File: config.mk
export PLATFORM = sky130hd
export DESIGN_NAME = circuit2_seq_ctrl
export DESIGN_NICKNAME = d
export VERILOG_FILES = /design/src/rtl/circuit2_seq_ctrl.sv
export SDC_FILE = /design/constraint.sdc
export NUM_CORES = 1
export LEC_CHECK = 0
export CELL_PAD_IN_SITES_DETAIL_PLACEMENT = 0
export CELL_PAD_IN_SITES_GLOBAL_PLACEMENT = 2
export CORE_MARGIN = 4
export CORE_UTILIZATION = 32
export CTS_CLUSTER_SIZE = 20
export DETAILED_ROUTE_END_ITERATION = 16
export GPL_ROUTABILITY_DRIVEN = 0
export PLACE_DENSITY_LB_ADDON = 0.1
export SETUP_SLACK_MARGIN = 0.5
export SYNTH_ARGS = -nofsm -noshare
export SYNTH_HDL_FRONTEND = slang
export SYNTH_SLANG_ARGS = --single-unit
export TNS_END_PERCENT = 50
File: constraint.sdc
create_clock -name Clk -period 11.02 [get_ports Clk]
set_clock_uncertainty 0.1 [all_clocks]
set_input_delay 2.755 -clock Clk [delete_from_list [all_inputs] [get_ports Clk]]
set_output_delay 2.755 -clock Clk [all_outputs]
set_load 0.005 [all_outputs]
File: src/rtl/circuit2_seq_ctrl.sv
// Resource-shared sequencer computing x, z, h from a, b, c with one add/sub unit.
// Latency: done 5 cycles after start is accepted; start ignored while busy (no queueing).
module circuit2_seq_ctrl #(
  parameter int WIDTH = 32
) (
  input  logic             Clk,
  input  logic             Rst,
  input  logic             start,
  input  logic [WIDTH-1:0] a,
  input  logic [WIDTH-1:0] b,
  input  logic [WIDTH-1:0] c,
  output logic             busy,
  output logic             done,
  output logic [WIDTH-1:0] x,
  output logic [WIDTH-1:0] z,
  output logic [WIDTH-1:0] h
);

  typedef enum logic [2:0] {
    IDLE  = 3'd0,
    ADD_D = 3'd1,
    ADD_E = 3'd2,
    SUB_F = 3'd3,
    CMP   = 3'd4,
    WB    = 3'd5
  } state_t;

  state_t           state;
  logic [WIDTH-1:0] a_r, b_r, c_r, d_r, e_r, f_r;
  logic             lt_r, eq_r;
  logic [WIDTH-1:0] alu_b, alu_res, g;

  // Shared add/sub: first operand is always a_r, second and op come from state.
  always_comb begin
    alu_b   = (state == ADD_E) ? c_r : b_r;
    alu_res = (state == SUB_F) ? (a_r - alu_b) : (a_r + alu_b);
    g       = lt_r ? e_r : d_r;
  end

  always_ff @(posedge Clk or posedge Rst) begin
    if (Rst) begin
      state <= IDLE;
      busy  <= 1'b0;
      done  <= 1'b0;
      x     <= '0;
      z     <= '0;
      h     <= '0;
      a_r   <= '0;
      b_r   <= '0;
      c_r   <= '0;
      d_r   <= '0;
      e_r   <= '0;
      f_r   <= '0;
      lt_r  <= 1'b0;
      eq_r  <= 1'b0;
    end else begin
      done <= 1'b0;
      case (state)
        IDLE: begin
          if (start) begin
            a_r   <= a;
            b_r   <= b;
            c_r   <= c;
            busy  <= 1'b1;
            state <= ADD_D;
          end
        end
        ADD_D: begin
          d_r   <= alu_res;
          state <= ADD_E;
        end
        ADD_E: begin
          e_r   <= alu_res;
          state <= SUB_F;
        end
        SUB_F: begin
          f_r   <= alu_res;
          state <= CMP;
        end
        CMP: begin
          lt_r  <= (d_r < e_r);
          eq_r  <= (d_r == e_r);
          state <= WB;
        end
        WB: begin
          x     <= g << lt_r;
          z     <= g >> eq_r;
          h     <= eq_r ? f_r : g;
          done  <= 1'b1;
          busy  <= 1'b0;
          state <= IDLE;
        end
        default: begin
          busy  <= 1'b0;
          state <= IDLE;
        end
      endcase
    end
  end

endmodule

==> results.md <==
* Status: finished clean
* Worst flop-to-flop path startpoint: state[2]
* # diodes at 0
* Wirelength, routed at 46900 microns
* Number of design-rule violations left by the first detailed-router iteration at 723
* Adder-cell area share of the yosys netlist at 4.99%
* Synthesized cell area at 16200 sq um
* Static power due to leakage at 8.56 nW
* Highest Clock Rate at 184 MHz
* Clock tree from TritonCTS: done
* Top cell type's share of synthesized area at 45.6%
* Post-synthesis compound-gate area fraction at 20.0%
* Power Dens Cells at 370 nW/um^2
* Most used flip-flop cell after synthesis: dfrtp_1
* Number of CTS-inserted buffers at 37
* Count of H-tree levels built during CTS at 2
* DR vias/cell at 5.05
* Share of layout cells above drive strength 1 at 10.5%
* Antenna violation net count after detailed routing at 0
* Area share of and/or/nand/nor cells after synthesis at 16.5%
* Area of placed instances at 18700 sq um
* Area share of xor/xnor cells in the synthesized design at 2.11%
* Routed wirelength normalized by instance count at 18.3 microns
* Fin area at 19900 sq um
* Delay of the slowest cell on the worst path at 0.65 ns
* Overall Global Routing Usage at 17.5%
* Worst relative slew slack at 36.9%
* Data arrival, critical path at 5.75 ns
* Clock Path Buffers at 3
* Synth warnings at 0
* Count of TritonRoute iterations in the first routing pass at 5
* Cell count after synthesis at 1733
* Combinational family with the most area after synthesis: compound AO/OA/AOI/OAI gates
* Number of placed I/O pins at 197
* Area of the core at 50100 sq um
* Ys async rst share at 100%
* Clk Tree Root Cell: clkbuf_16
* Required time of the critical path at 11.33 ns
* Vias at 12963
* Fin crit share at 49.4%
* Worst reg2reg setup slack at 5.58 ns
* Unrepaired setup endpoints after global routing: no
* Height of the die at 233 microns
* Area leader, netlist: dfrtp_1
* Pin count of the biggest net entering global routing at 172
* Post-CTS clock slew at the launch and capture registers of the worst setup and hold paths at 0.06 ns
* Crit path launch type: flop
* Cells along the critical path: nor2b_4, buf_4, nand2_2, buf_4, a21oi_1, a21oi_1, o21ai_0, ha_1, nor2_1, a211oi_1, o21ai_1, o31ai_1, a21oi_1, or4_1, nand3_1, o41ai_1
* Floorplan die area at 54200 sq um
* Horizontal die dimension at 233 microns
* Net count after synthesis at 1896
* Hold path cells at 1
* Final hold vios at 0
* Master of the slowest instance on the critical path: buf_4
* Endpoint of the most critical register-to-register path: e_r[31]
* Most frequent cell after synthesis: dfrtp_1
* Number of antenna violations at the first check in global routing at 0
* Worst Hold Endpoint: z[1]
* Max-capacitance violation count at 0
* Final count of negative-setup-slack endpoints at 0
* First-pass GRT wire length at 75600 microns
* # resized after CTS at 0
* Number of synthesized register bits at 295
* Transition time at the pin with the least slew margin at 0.932 ns
* Worst setup path class: reg2reg
* Starting density of the core at 32.3%
* Class of the most critical hold timing path: reg2reg
* Synth area leaders: dfrtp_1 (46%), mux2_2 (6.6%), nand2_1 (5.4%)
* Number of buffer cells added on primary ports at 196
* Max IR drop VDD at 0.153 mV
* Overflow left after global routing at 0
* Depth of the worst register-to-register path at 16
* Worst setup EP type: flop
* Max Transition Viols Final at 0
* Final critical-path required period at 5.44 ns
* Clock latency of the later-clocked register in the worst-skew pair at 0.56 ns
* Largest fanout of any net on the critical path at 68
* Site row count at 82
* Number of DRC violations after detailed routing at 0
* Final-stage net count at 2034
* Via count of the first global-routing pass at 12933
* Number of post-CTS setup repair buffers at 0
* Final HPWL from detailed placement at 34000 microns
* Final TNS setup at 0 ns
* Fillcell total at 5052
* Number of enable flip-flop cells after synthesis at 0
* Count of clock tree sinks at 295
* Distinct cells, synth at 77
* Average cell area after synthesis at 9.34 sq um
* Multiplexer fraction of the synthesized cell area at 6.98%
* Hold-fix buffer count after cts at 0
* HP Start: z[1]
* Proportion of synthesized chip area in sequential cells at 45.6%
* Most numerous cell on the critical path: a21oi_1
* Relative area change from synthesis to final layout at 23.2%
* Most common library cells after synthesis: dfrtp_1 (295), nand2_1 (233), o21ai_0 (171)
==> layout make-up <==
cell class	instances	area, sq um	area share (%)
clock buffers	51	1080	5.41
clock inverters	13	150	0.753
inverters	46	176	0.885
multi-input cells	1279	8220	41.2
flip-flops and latches	295	7380	37.0
well taps	672	841	4.22
repair buffers	212	2090	10.5
==> power by group <==
group	leakage (nW)	switching, W	internal, W
Clock	0.605	0.000487	0.000735
Combinational	4.29	0.00235	0.00169
Sequential	3.66	0.000520	0.00160
==> per-layer routing <==
layer | routed length, microns | track usage [%]
met1 | 24000 | 26.6
met2 | 20300 | 26.0
met4 | 838 | 3.92
met3 | 1820 | 3.12
met5 | 0 | 0
==> cells in the final DEF, fill, tap and decap left out, types with 15 or more instances in the layout <==
cell type	n
inv_1	44
nand2_1	232
nand3_1	24
nor3_1	29
nand4_1	17
a221oi_1	15
nor2_1	75
o31ai_1	36
dfrtp_1	293
a21o_1	50
a21oi_1	141
a211oi_1	38
xor2_1	15
nor2b_1	101
buf_4	15
mux2_2	95
o21ai_0	171
ha_1	63
clkdlybuf4s50_1	196
xnor2_1	24
clkbuf_16	38
o22ai_1	17
==> metrics by stage <==
stage	setup slack [ns]	std cells	hold WS, ns	total power (W)	utilization, %
2_1_floorplan	4.25	1733	0.346	0.00475	-
3_3_place_gp	5.47	2504	0.359	0.00620	37.4
3_5_place_dp	5.43	2504	0.367	0.00624	37.4
4_1_cts	5.52	2568	0.379	0.00751	39.8
5_1_grt	5.12	2568	0.389	0.00811	39.8
6_report	5.58	2568	0.373	0.00739	39.8
==> how the worst max path moves through the flow <==
stage	start	end	slack, ns
finish	state[2]	e_r[31]	5.58
global route	state[2]	e_r[31]	5.12
detailed placement	start	c_r[27]	5.43
CTS	state[2]	e_r[31]	5.52
floorplan	Rst	a_r[0]	4.25
global placement	start	a_r[24]	5.47
==> worst max-delay path, delay by kind of cell, from the launching register on <==
family,cells,cell delay [ns]
compound gates,8,1.85
fa+ha+maj,1,0.42
buf+inv,2,0.97
flops,1,0.62
simple gates,5,1.25
==> sequential cells by signal (all words and copies together) (netlist names) <==
name and cells:
x 32, e_r 32, eq_r 1, z 32, busy 1, a_r 32
h 32, b_r 32, state 3, f_r 32, done 1, d_r 32
lt_r 1, c_r 32
==> logic make-up (layout without fill, tap and decap cells) <==
| family | count (synthesis) | in the layout |
|---|---|---|
| simple gates | 545 | 545 |
| xor+xnor | 39 | 39 |
| flops | 295 | 295 |
| mux | 101 | 101 |
| buf+inv | 159 | 322 |
| compound gates | 530 | 530 |
| fa+ha+maj | 64 | 64 |
Note: power is estimated with default switching activity, not from simulation.
